File: src/rtl/b1_trk_pkg.sv
// ---------------------------------------------------------------------------
// b1_trk_pkg -- shared constants and types for the B1 local code generator.
//
// Contents:
//   LFSR_W / LFSR_INIT   Gold LFSR width and initial state (stages 1..11)
//   EPOCH_LEN            truncated code length in chips
//   TAP_*                G2 phase-select width and default taps (1 and 3)
//   half_chip_t          one entry of the E/P/L replica pipeline
//   sanitize_tap()       maps illegal tap values (0, >11) to stage 11
// ---------------------------------------------------------------------------
package b1_trk_pkg;

    localparam int unsigned LFSR_W    = 11;
    localparam int unsigned CHIP_W    = 11;
    localparam int unsigned TAP_W     = 4;
    localparam int unsigned EPOCH_LEN = 2046;

    // Stage i lives in bit i; stages 1..11 = 0,1,0,1,0,1,0,1,0,1,0.
    localparam logic [LFSR_W:1]    LFSR_INIT     = 11'b01010101010;
    localparam logic [CHIP_W-1:0]  CHIP_LAST     = CHIP_W'(EPOCH_LEN - 1);
    localparam logic [TAP_W-1:0]   TAP_A_DEFAULT = 4'd1;
    localparam logic [TAP_W-1:0]   TAP_B_DEFAULT = 4'd3;

    // Newest replica sample plus the bookkeeping that travels with it.
    typedef struct packed {
        logic              val;     // 1 = negate sample
        logic              marker;  // chip 0, half 0 of an epoch
        logic [CHIP_W-1:0] chip;    // chip index of this sample
    } half_chip_t;

    function automatic logic [TAP_W-1:0] sanitize_tap(input logic [TAP_W-1:0] tap);
        return ((tap == '0) || (tap > 4'd11)) ? 4'd11 : tap;
    endfunction

endpackage

File: src/rtl/b1_gold_gen.sv
// ---------------------------------------------------------------------------
// b1_gold_gen -- truncated Gold code generator (G1/G2 LFSRs + phase selector).
//
// Ports:
//   clk_i, rst_n_i   clock, asynchronous active-low reset
//   load_i           restart the epoch and latch the taps (wins over step_i)
//   step_i           advance one chip
//   tap_a_i, tap_b_i G2 phase-select stage indices (sanitised when latched)
//   chip_o           current code chip = G1[11] ^ G2[tapA] ^ G2[tapB]
//   chip_idx_o       index of the current chip, 0..EPOCH_LEN-1
// ---------------------------------------------------------------------------
module b1_gold_gen
    import b1_trk_pkg::*;
(
    input  logic              clk_i,
    input  logic              rst_n_i,
    input  logic              load_i,
    input  logic              step_i,
    input  logic [TAP_W-1:0]  tap_a_i,
    input  logic [TAP_W-1:0]  tap_b_i,
    output logic              chip_o,
    output logic [CHIP_W-1:0] chip_idx_o
);

    logic [LFSR_W:1]   g1_q, g1_d;
    logic [LFSR_W:1]   g2_q, g2_d;
    logic [TAP_W-1:0]  tap_a_q, tap_a_d;
    logic [TAP_W-1:0]  tap_b_q, tap_b_d;
    logic [CHIP_W-1:0] idx_q, idx_d;
    logic              g1_fb;
    logic              g2_fb;

    // Fibonacci feedback from the polynomial stages into stage 1.
    assign g1_fb = g1_q[1] ^ g1_q[7] ^ g1_q[8] ^ g1_q[9] ^ g1_q[10] ^ g1_q[11];
    assign g2_fb = g2_q[1] ^ g2_q[2] ^ g2_q[3] ^ g2_q[4] ^ g2_q[5]
                 ^ g2_q[8] ^ g2_q[9] ^ g2_q[11];

    always_comb begin
        g1_d    = g1_q;
        g2_d    = g2_q;
        tap_a_d = tap_a_q;
        tap_b_d = tap_b_q;
        idx_d   = idx_q;
        if (load_i) begin
            g1_d    = LFSR_INIT;
            g2_d    = LFSR_INIT;
            idx_d   = '0;
            tap_a_d = sanitize_tap(tap_a_i);
            tap_b_d = sanitize_tap(tap_b_i);
        end else if (step_i) begin
            if (idx_q == CHIP_LAST) begin
                // Truncated epoch: the natural 2047-chip sequence is cut short.
                g1_d  = LFSR_INIT;
                g2_d  = LFSR_INIT;
                idx_d = '0;
            end else begin
                g1_d  = {g1_q[LFSR_W-1:1], g1_fb};
                g2_d  = {g2_q[LFSR_W-1:1], g2_fb};
                idx_d = idx_q + 1'b1;
            end
        end
    end

    always_ff @(posedge clk_i or negedge rst_n_i) begin
        if (!rst_n_i) begin
            g1_q    <= LFSR_INIT;
            g2_q    <= LFSR_INIT;
            tap_a_q <= TAP_A_DEFAULT;
            tap_b_q <= TAP_B_DEFAULT;
            idx_q   <= '0;
        end else begin
            g1_q    <= g1_d;
            g2_q    <= g2_d;
            tap_a_q <= tap_a_d;
            tap_b_q <= tap_b_d;
            idx_q   <= idx_d;
        end
    end

    // Taps are always 1..11 after sanitising, so the selects stay in range.
    assign chip_o     = g1_q[LFSR_W] ^ g2_q[tap_a_q] ^ g2_q[tap_b_q];
    assign chip_idx_o = idx_q;

endmodule

File: src/rtl/b1_loc_gen.sv
// ---------------------------------------------------------------------------
// b1_loc_gen -- B1 local replica generator: code NCO, truncated Gold code,
// BOC(1,1) subcarrier and Early/Prompt/Late half-chip pipeline.
//
// Ports:
//   rx_clk, rx_rst_n          clock, asynchronous active-low reset
//   rx_enable                 1 = run, 0 = freeze all state (sop forced 0)
//   rx_load                   restart epoch, clear phase/pipelines, latch taps
//   rx_g2_tapA, rx_g2_tapB    G2 phase-select stages (0 or >11 treated as 11)
//   rx_prn_fcw                code NCO word; carry-out = half-chip tick
//   tx_loc_bocE/P/L           replica samples, 1 = negate; half-chip spaced
//   tx_prn_sop                one-cycle pulse when P starts a new epoch
//   tx_chip_cnt               chip index currently on P
//
// Build option: define B1_LOC_BPSK_EN to drop the subcarrier (replica = code).
// ---------------------------------------------------------------------------
module b1_loc_gen
    import b1_trk_pkg::*;
(
    input  logic              rx_clk,
    input  logic              rx_rst_n,
    input  logic              rx_enable,
    input  logic              rx_load,
    input  logic [TAP_W-1:0]  rx_g2_tapA,
    input  logic [TAP_W-1:0]  rx_g2_tapB,
    input  logic [31:0]       rx_prn_fcw,
    output logic              tx_loc_bocE,
    output logic              tx_loc_bocP,
    output logic              tx_loc_bocL,
    output logic              tx_prn_sop,
    output logic [CHIP_W-1:0] tx_chip_cnt
);

    logic [31:0]       phase_q, phase_d;
    logic [31:0]       phase_sum;
    logic              carry;
    logic              tick;
    logic              half_q, half_d;
    logic              sub_term;
    logic              code_chip;
    logic [CHIP_W-1:0] chip_idx;
    half_chip_t        e_q, e_d;
    half_chip_t        new_sample;
    logic              p_val_q, p_val_d;
    logic [CHIP_W-1:0] p_chip_q, p_chip_d;
    logic              l_val_q, l_val_d;
    logic              sop_q, sop_d;

    assign {carry, phase_sum} = {1'b0, phase_q} + {1'b0, rx_prn_fcw};

    // A load on the same edge as a carry suppresses the tick entirely.
    assign tick = rx_enable & carry & ~rx_load;

`ifdef B1_LOC_BPSK_EN
    assign sub_term = 1'b0;
`else
    assign sub_term = half_q;
`endif

    // The code advances only when the second half of a chip is consumed.
    b1_gold_gen u_gold (
        .clk_i      (rx_clk),
        .rst_n_i    (rx_rst_n),
        .load_i     (rx_load),
        .step_i     (tick & half_q),
        .tap_a_i    (rx_g2_tapA),
        .tap_b_i    (rx_g2_tapB),
        .chip_o     (code_chip),
        .chip_idx_o (chip_idx)
    );

    // Sample for the (chip, half) being left by this tick.
    assign new_sample = '{val:    code_chip ^ sub_term,
                          marker: (chip_idx == '0) && !half_q,
                          chip:   chip_idx};

    always_comb begin
        phase_d  = phase_q;
        half_d   = half_q;
        e_d      = e_q;
        p_val_d  = p_val_q;
        p_chip_d = p_chip_q;
        l_val_d  = l_val_q;
        sop_d    = 1'b0;
        if (rx_load) begin
            phase_d  = '0;
            half_d   = 1'b0;
            e_d      = '0;
            p_val_d  = 1'b0;
            p_chip_d = '0;
            l_val_d  = 1'b0;
        end else if (rx_enable) begin
            phase_d = phase_sum;
            if (carry) begin
                half_d   = ~half_q;
                e_d      = new_sample;
                p_val_d  = e_q.val;
                p_chip_d = e_q.chip;
                l_val_d  = p_val_q;
                // Marker moving from E into P: pulse for the following cycle.
                sop_d    = e_q.marker;
            end
        end
    end

    always_ff @(posedge rx_clk or negedge rx_rst_n) begin
        if (!rx_rst_n) begin
            phase_q  <= '0;
            half_q   <= 1'b0;
            e_q      <= '0;
            p_val_q  <= 1'b0;
            p_chip_q <= '0;
            l_val_q  <= 1'b0;
            sop_q    <= 1'b0;
        end else begin
            phase_q  <= phase_d;
            half_q   <= half_d;
            e_q      <= e_d;
            p_val_q  <= p_val_d;
            p_chip_q <= p_chip_d;
            l_val_q  <= l_val_d;
            sop_q    <= sop_d;
        end
    end

    assign tx_loc_bocE = e_q.val;
    assign tx_loc_bocP = p_val_q;
    assign tx_loc_bocL = l_val_q;
    assign tx_prn_sop  = sop_q;
    assign tx_chip_cnt = p_chip_q;

endmodule

File: config.mk
export PLATFORM = sky130hd
export DESIGN_NAME = b1_loc_gen
export DESIGN_NICKNAME = d
export VERILOG_FILES = /design/src/rtl/b1_trk_pkg.sv /design/src/rtl/b1_gold_gen.sv /design/src/rtl/b1_loc_gen.sv
export SDC_FILE = /design/constraint.sdc
export NUM_CORES = 1
export LEC_CHECK = 0
export BUFFER_PORTS_ARGS = -buffer_cell sky130_fd_sc_hd__buf_4
export CAP_MARGIN = 10
export CORE_MARGIN = 10
export CORE_UTILIZATION = 45
export CTS_CLUSTER_SIZE = 40
export DETAILED_ROUTE_END_ITERATION = 12
export PLACE_DENSITY_LB_ADDON = 0.05
export SLEW_MARGIN = 20
export SYNTH_ARGS = -nofsm -noshare
export SYNTH_HDL_FRONTEND = slang
export SYNTH_HIERARCHICAL = 1
export SYNTH_SLANG_ARGS = --single-unit
File: constraint.sdc
create_clock -name rx_clk -period 5.2 [get_ports rx_clk]
set_clock_uncertainty 0.2 [all_clocks]
set_input_delay 0 -clock rx_clk [delete_from_list [all_inputs] [get_ports rx_clk]]
set_output_delay 0 -clock rx_clk [all_outputs]
set_load 0.05 [all_outputs]
* Word-level counts from Yosys, hierarchy flattened
Cells that the tools add are included.
Storage, ports and cells: bits in registers 101, input port bits 44, output and inout port bits 15, logic and storage cells 87
Cells by class: add/sub/neg operators 2, $lt $le $gt $ge 4, eq/ne operators 1, muxes and demuxes 35, bitwise operators 20, reductions and logical operators 11
Operator list (count):
- 11-bit two-way mux | 12
- 32-bit two-way mux | 2
- 13-bit two-way mux | 3
- 32-bit by 32-bit adder with 33-bit output | 1
- 1-bit bitwise XOR | 15
- 1-bit two-way mux | 14
- 11-bit by 1-bit adder with 11-bit output (second input constant) | 1
- 11-bit equality test (second input constant) | 1
- 11-bit logical NOT | 1
- 4-bit by 5-bit less-than comparator with 1-bit output (second input constant) | 2
- 1-bit binary-select mux with 4-bit select | 2
- 4-bit greater-than comparator (second input constant) | 2
- 4-bit logical NOT | 2
- 4-bit two-way mux | 2
- 2-bit nonzero test | 3
- 1-bit bitwise AND | 3
- 1-bit logical OR | 2
- 1-bit NOT | 2
- 2-bit AND reduction | 1
- 1-bit logical AND | 1
- 1-bit logical NOT | 1

* Logic depth before layout (Yosys ltp)
Gate-level depths: netlist of run 1.
depth in word-level cells 10, mapped depth 16

* Modules after synthesis
Netlist of run 1, hierarchy kept.
By module, submodules not included:
- b1_loc_gen | instances 1, cells each 426, area an instance 4062.6 sq um
- b1_gold_gen | instances 1, cells each 184, area an instance 2054.5 sq um

* Least setup slack after synthesis of run 1
Ideal clock, no wire load.
kind register to register, from register phase_q[0], to register u_gold.idx_q[5], in the netlist u_gold/chip_idx_o[5], library setup time 78 ps, arrival 3328 ps, setup slack 1594 ps, cell stages (with the launch flop) 16, path buffers 2, clock period less this slack 3606 ps, cells stage by stage dfrtp_1 ha_1 fa_1 a211oi_1 o211a_1 o21a_1 o31ai_4 o21ai_2 o21a_4 buf_4 nor3b_1 or2_1 buf_2 nand4_1 or3_1 a21oi_1
Between the ends: cells in the longest elaborated chain, start to end 5
RTL lines:
- from (decl) | line b1_loc_gen.sv:34 | logic [31:0] phase_q, phase_d;
- from (signal assigned) | line b1_loc_gen.sv:116 | phase_q <= phase_d;
- 32-bit by 32-bit adder with 33-bit output | line b1_loc_gen.sv:49 | assign {carry, phase_sum} = {1'b0, phase_q} + {1'b0, rx_prn_fcw};
- 1-bit bitwise AND (2 in a row) | line b1_loc_gen.sv:52 | assign tick = rx_enable & carry & ~rx_load;
- 1-bit bitwise AND | line b1_loc_gen.sv:65 | .step_i (tick & half_q),
- 2-bit nonzero test (no source line)
- to (signal assigned) | line b1_gold_gen.sv:76 | idx_q <= idx_d;
- to (decl) | line b1_gold_gen.sv:29 | logic [CHIP_W-1:0] idx_q, idx_d;
No other way between the ends. A chain may end at the register's enable or synchronous reset.

* Worst setup path after layout of run 1
from register phase_q[0], to register u_gold.idx_q[7], in the netlist u_gold/chip_idx_o[7]
Same word-level chain as after synthesis.

==> metrics.txt, run 1 <==
highest ir drop seen on vdd=around 0.20 mV; Routed WL=between 10 and 15 mm; launching element type of the critical path=flop; time the final worst path needs with I/O delays and setup=4.44 ns; async set or reset register ratio after synthesis=100%; n_diodes=0; Leakage Power=3.49 nW; number of cells on the critical path=13; delay of the slowest critical-path stage=0.58 ns; clock latency at the later pin of the worst-skew pair=roughly 0.35 ns; count of buffering cells on the critical path with inverters included=0; grt total ovfl=0; dominant register cell in the synthesized netlist=dfrtp_1; status=finished clean; die area=between 0.015 and 0.02 mm^2; share of the synthesized area in the top cell type=between 30% and 40%; number of enable flip-flop cells after synthesis=0; layout-stage area growth over the synthesis result=18.3%; Synth warnings=6; clock share of power=a little under a third; RD Place Congestion=slightly below 0.9; cell count of the worst reg-to-reg path=13; standard-cell row count=42; WP data required=5.27 ns; clock-pin slew of the registers on the worst-case setup and hold paths=around 0.070 ns; ports placed on the boundary=between 50 and 60; mean routed wirelength per cell=16.5 um; slowest library cell on the worst path=nor3b_1; TritonCTS clock tree=built; fin util=54.4%; family with the most delay on the worst path=simple AND/OR/NAND/NOR gates; DP HPWL=roughly 9.8 mm; TritonCTS Buffers=9; proportion of synthesized chip area in sequential cells=41.6%; number of nets in the layout=between 700 and 800; Logic pwr share=roughly 28%; DRC errors left=0; vias in the first global route=slightly below 5,000; library cell with the largest summed area after synthesis=dfrtp_1; critical path cell sequence=ha_1, fa_1, a211oi_1, o211a_1, o21a_1, o31ai_4, o21ai_2, o21a_4, nor3b_1, or2_1, nand4_1, or3_1, a21oi_1; number of synthesized register bits=101; maximum fanout count along the critical path=30; PwrDens=a little under 300 mW/mm^2; Finished Cell Area=roughly 0.0072 mm^2; final hold violation count=0; fraction of layout instances using a drive strength above 1=between 10% and 20%; Global Route met2 Usage=between 20% and 30%; mean cell area of the mapped netlist=roughly 10 um^2; overall routing resource usage=approximately 16%; effective utilization at floorplan=around 46%; unrepaired setup endpoints after global routing=false; Die Ht=~140 um; pin count of the biggest net entering global routing=between 70 and 80; Worst Setup End Kind=flop; total negative slack for setup checks=0 ns; met1 global-route usage=20.3%; Cell Int Power=approximately 1.4 mW; Cell Area, Synth=slightly above 0.006 mm^2; PnR worst setup slack=between 0.7 and 0.8 ns; final cell count without fillers=roughly 870; CTS HTree Levels=3; Worst Path Class, Setup=flop to flop; clk buf depth=2; most frequent cells after synthesis=88 x dfrtp_1, 78 x nor2_1, 48 x mux2i_1; Distinct cells, synth=66; clock tree sinks=a little over 100; fin crit share=between 80 and 90%; instance area at placement=~0.0067 mm^2; width of the die=approximately 140 um; pin slew with the least headroom to its limit=approximately 0.91 ns; post-place setup slack=roughly 0.89 ns; maximum operating frequency=0.225 GHz; Net Switching=approximately 0.67 mW; relative contribution of sequential cells to total power=between 40% and 50%; number of violations of the max-capacitance limit=0; Crit path arrival time=between 4 and 5 ns; core area=0.0133 mm^2; via total after detailed routing=roughly 4,900; peak-usage layer in the global routing report=met2; class of the worst hold path=input port to async pin; number of instances in the synthesized netlist=610; CTS root buffer=clkbuf_16; Sw Ratio=about a third; first-pass GRT wire length=approximately 24 mm; placed cell count=roughly 820; violation count after the first detailed-routing iteration=between 200 and 300; Routed Antenna Nets=0; fin. max-slew vios=0; net count after synthesis=around 700; biggest area contributors in the synthesized netlist=dfrtp_1 36%, mux2i_1 7.9%, ha_1 7.0%, dfstp_2 5.6%, nor2_1 4.8%; Global Route met3 Usage=3.78%; most repeated cell in the gate-level netlist after synthesis=dfrtp_1; via count normalized by instance count=roughly 5.6; first drt pass iteration count=4; final count of negative-setup-slack endpoints=0; remaining max-slew budget at the tightest pin=39.2%; initial antenna violation count=0; total of buffers placed on input and output ports=between 50 and 60
==> cell type report <==
| class | count | area [um^2] |
|---|---|---|
| Clock buffer | 11 | 233 |
| Clock inverter | 5 | 43.8 |
| Fill cell | 1243 | 6060 |
| Inverter | 10 | 37.5 |
| Multi-Input combinational cell | 476 | 3430 |
| Sequential cell | 101 | 2540 |
| Tap cell | 176 | 220 |
| Timing Repair Buffer | 87 | 731 |
==> placed cells by master (no fill, tap or decap), types with 7 or more instances in the layout <==
cell type / n
dfrtp_1: 88
nand3_1: 9
buf_4: 60
xor2_1: 16
mux2i_1: 48
dlygate4sd3_1: 26
ha_1: 34
a21oi_1: 43
nand2b_1: 7
clkbuf_16: 9
a21o_1: 12
nand4_1: 7
xnor2_1: 26
nor2_1: 78
inv_1: 9
nor3_1: 12
nor2b_1: 7
o21ai_0: 24
a211oi_1: 12
o22a_1: 9
nand2_1: 31
o211ai_1: 9
a22o_1: 13
or3_1: 7
dfstp_2: 13
==> registers in the layout, indices dropped and copies added (netlist names) <==
register and count:
tx_loc_bocE 1, tx_chip_cnt 11, tx_loc_bocL 1, u_gold/g1_q 11, phase_q 32, u_gold/chip_idx_o 11
u_gold/g2_q 11, tx_loc_bocP 1, u_gold/tap_b_q 4, half_q 1, u_gold/tap_a_q 4, tx_prn_sop 1
e_q 12
==> metrics by stage <==
stage / total power [mW] / hold slack [ns]
3_5_place_dp: 1.46 / -0.200
4_1_cts: 2.14 / 0.00445
3_3_place_gp: 1.45 / -0.204
6_report: 2.11 / 0.00785
2_1_floorplan: 1.32 / -0.496
5_1_grt: 2.24 / 0.0267
==> cells by family after synthesis <==
| family | Yosys count | share of synthesized area, % |
|---|---|---|
| AND/OR/NAND/NOR | 181 | 14.3 |
| multiplexers | 53 | 9.57 |
| flip-flops | 101 | 41.6 |
| adder cells (fa/ha/maj) | 35 | 7.28 |
| buffers and inverters | 33 | 2.52 |
| XOR/XNOR | 42 | 6.01 |
| AO/OA/AOI/OAI | 165 | 18.7 |
==> routing by layer <==
layer | wire length (um) | vias up
met2 | 6880 | 76
met5 | 0 | -
met1 | 6730 | 2378
li1 | - | 2397
met4 | 178 | 0
met3 | 503 | 15
==> final timing paths <==
kind | start | endpoint | slack [ns]
worst max-delay path | phase_q[0] | u_gold/chip_idx_o[7] | 0.76
worst min-delay path | rx_rst_n | phase_q[2] | 0.008
worst max register to register | phase_q[0] | u_gold/chip_idx_o[7] | 0.76
worst min register to register | u_gold/g1_q[5] | u_gold/g1_q[5] | 0.30
max in group asynchronous | rx_rst_n | u_gold/chip_idx_o[5] | 3.99
min in group rx_clk | rx_load | tx_loc_bocE | 0.02
==> power groups by stage <==
stage	clock network (mW)	logic [mW]	registers [mW]
2_1_floorplan	0	0.443	0.877
3_3_place_gp	0	0.563	0.883
3_5_place_dp	0	0.573	0.885
4_1_cts	0.671	0.598	0.871
5_1_grt	0.698	0.669	0.878
6_report	0.642	0.598	0.871
==> worst min-delay path: cells and delay by family <==
family	cells	cell delay, ns
buffers and inverters	3	0.91
==> repair_timing <==
action	4_1_cts	5_1_grt
hold buffers	27	0
gates resized for setup	0	0
buffers inserted	0	0
endpoints found under the hold margin	56	0
Power figures use the tool's default switching activity.
==> run 2, diff against run 1 <==
- CAP_MARGIN: 10 -> 30
- clock period: 5.2 -> 4 ns (I/O delays scaled with it)
==> metrics.txt, run 2 (synthesis results as in run 1) <==
reg-to-reg slack, setup=0.35 ns (-0.41 ns); final hold violation count=0 (unchanged); PwrDens=378 mW/mm^2 (+30%); n_diodes=0 (unchanged); DP HPWL=9.94 mm (+1.8%); Crit path arrival time=3.72 ns (-0.79 ns); Worst Setup End Kind=flop; clk buf depth=2 (unchanged); clock-pin slew of the registers on the worst-case setup and hold paths=0.07 ns (about the same); TritonCTS Buffers=9 (unchanged); Net Switching=0.877 mW (+31%); pin slew with the least headroom to its limit=0.836 ns (-0.0731 ns); status=finished clean; RD Place Congestion=0.885 (about the same); CTS HTree Levels=3 (unchanged); TritonCTS clock tree=built; maximum fanout count along the critical path=5 (-83%); clock latency at the later pin of the worst-skew pair=0.35 ns (about the same); max reg flops=32 (unchanged); Cell Int Power=1.88 mW (+30%); number of fill cells in the layout=1,208 (-2.8%); leading cell type in the layout, fill and taps excluded=dfrtp_1; Total Power Consumption=2.75 mW (+30%); standard-cell row count=42 (unchanged); Routed Antenna Nets=0 (unchanged); layout-stage area growth over the synthesis result=18.9%; number of buffers inserted by post-CTS setup repair=0 (unchanged); remaining max-slew budget at the tightest pin=44.3% (+5.1 points); number of violations of the max-capacitance limit=0 (unchanged); launching element type of the critical path=flop; WP data required=4.07 ns (-1.20 ns); fin. max-slew vios=0 (unchanged); Sw Ratio=31.9% (+0.20 points); number of nets in the layout=768 (+0.52%); class of the worst hold path=input port to flop; overall routing resource usage=15.7% (+0.029 points); pin count of the biggest net entering global routing=79 (unchanged); ports placed on the boundary=59 (unchanged); CTS root buffer=clkbuf_16; clock tree sinks=101 (unchanged); unrepaired setup endpoints after global routing=false; highest ir drop seen on vdd=0.254 mV (+29%); vias in the first global route=4,827 (-0.10%); DRC errors left=0 (unchanged); fin util=54.7% (+0.27 points); critical path cell sequence=ha_1, fa_1, a211oi_1, o211a_1, o21a_1, o31ai_4, o21ai_2, o21a_4, nor3b_2, or2_1, nand4_1, or3_1, a21oi_1; Die Ht=137 um (unchanged); mean routed wirelength per cell=16.5 um (-0.32%); core area=0.0133 mm^2 (unchanged); fraction of layout instances using a drive strength above 1=15.6% (+0.92 points); Logic pwr share=28.4% (about the same); Worst Path Class, Setup=flop to flop; effective utilization at floorplan=46.0% (unchanged); via total after detailed routing=4,856 (-0.21%); slowest library cell on the worst path=or3_1; total of buffers placed on input and output ports=58 (unchanged); maximum operating frequency=0.274 GHz (+22%); total negative slack for setup checks=0 ns (unchanged); register bank with the most flops=phase_q; relative contribution of sequential cells to total power=41.1% (about the same); clock share of power=30.5% (about the same); Leakage Power=3.51 nW (+0.72%); grt total ovfl=0 (unchanged); delay of the slowest critical-path stage=0.36 ns (-0.22 ns); fin crit share=91.2% (+5.9 points); width of the die=137 um (unchanged); die area=0.0187 mm^2 (unchanged); time the final worst path needs with I/O delays and setup=3.65 ns (-0.789 ns); largest registers=phase_q x32, e_q x12; first-pass GRT wire length=24.1 mm (+0.35%); first drt pass iteration count=5 (+1); violation count after the first detailed-routing iteration=392 (+41%); final count of negative-setup-slack endpoints=0 (unchanged); initial antenna violation count=0 (unchanged); Routed WL=14.3 mm (+0.14%); most used cells in the layout excluding fill and tap cells=88 x dfrtp_1, 78 x nor2_1, 64 x buf_4; via count normalized by instance count=5.58 (-0.66%)
==> run 2: changes by cell type in the layout (fill, tap and decap cells not counted) <==
cell	previous run	this run
clkbuf_1	2	0
nor3b_2	1	2
buf_12	1	0
clkinv_2	1	2
inv_8	2	1
buf_4	60	64
inv_6	1	2
o311ai_4	1	0
clkinv_4	0	1
buf_16	0	1
nor3b_1	3	2
o311ai_2	0	1
==> run 2: power by group through the flow <==
stage / Combinational, mW / Clock [mW] / Sequential (mW)
after floorplan: 0.576 / 0 / 1.14
after detailed placement: 0.751 / 0 / 1.15
after global routing: 0.879 / 0.898 / 1.14
final: 0.781 / 0.839 / 1.13
after CTS: 0.781 / 0.873 / 1.13
after global placement: 0.734 / 0 / 1.15
==> run 2: per-stage QoR <==
stage,hold WS (ns),cells,setup slack [ns],area (um^2)
2_1_floorplan,-0.496,610,0.394,6120
3_3_place_gp,0.0131,826,0.283,6690
3_5_place_dp,-0.175,827,0.164,6720
4_1_cts,0.00762,869,0.156,7260
5_1_grt,0.0391,870,0.0566,7270
6_report,0.0128,870,0.353,7270
==> run 2: path summary, 6_finish.rpt <==
check                                  endpoint  cells past startpoint            from
hold / removal                      phase_q[20]                      5  rx_prn_fcw[20]
hold reg to reg                     phase_q[30]                      1     phase_q[30]
min in group asynchronous           phase_q[19]                      3        rx_rst_n
setup reg to reg           u_gold/chip_idx_o[7]                     13      phase_q[0]
setup / recovery           u_gold/chip_idx_o[7]                     13      phase_q[0]
max in group asynchronous           phase_q[18]                      4        rx_rst_n
==> run 2: what timing repair did <==
action | CTS | global route
gates resized for setup | 0 | 1
hold buffers | 26 | 0
hold endpoints to repair | 90 | 0
endpoints found under the setup margin | 0 | 5
==> run 2: routing by layer <==
metal	wire length (um)	vias up	GRT usage, %
li1	-	2412	-
met3	556	13	3.45
met5	0	-	0
met4	154	0	4.02
met1	6570	2366	19.9
met2	7030	65	26.5
==> run 2: layout make-up <==
cell class	count	area (um^2)	share of cell area, %
well taps	176	220	3.03
multi-input cells	476	3420	47.1
repair buffers	91	768	10.6
clock buffers	9	225	3.10
inverters	10	37.5	0.516
clock inverters	7	55.1	0.757
flip-flops and latches	101	2540	35.0
==> run 2: critical path: cells and delay by family, from the launching register on <==
family | cells | cell delay (ns)
and+or+nand+nor | 4 | 1.13
adders and majority gates | 2 | 0.49
AOI/OAI and AO/OA | 7 | 1.39
DFF | 1 | 0.35
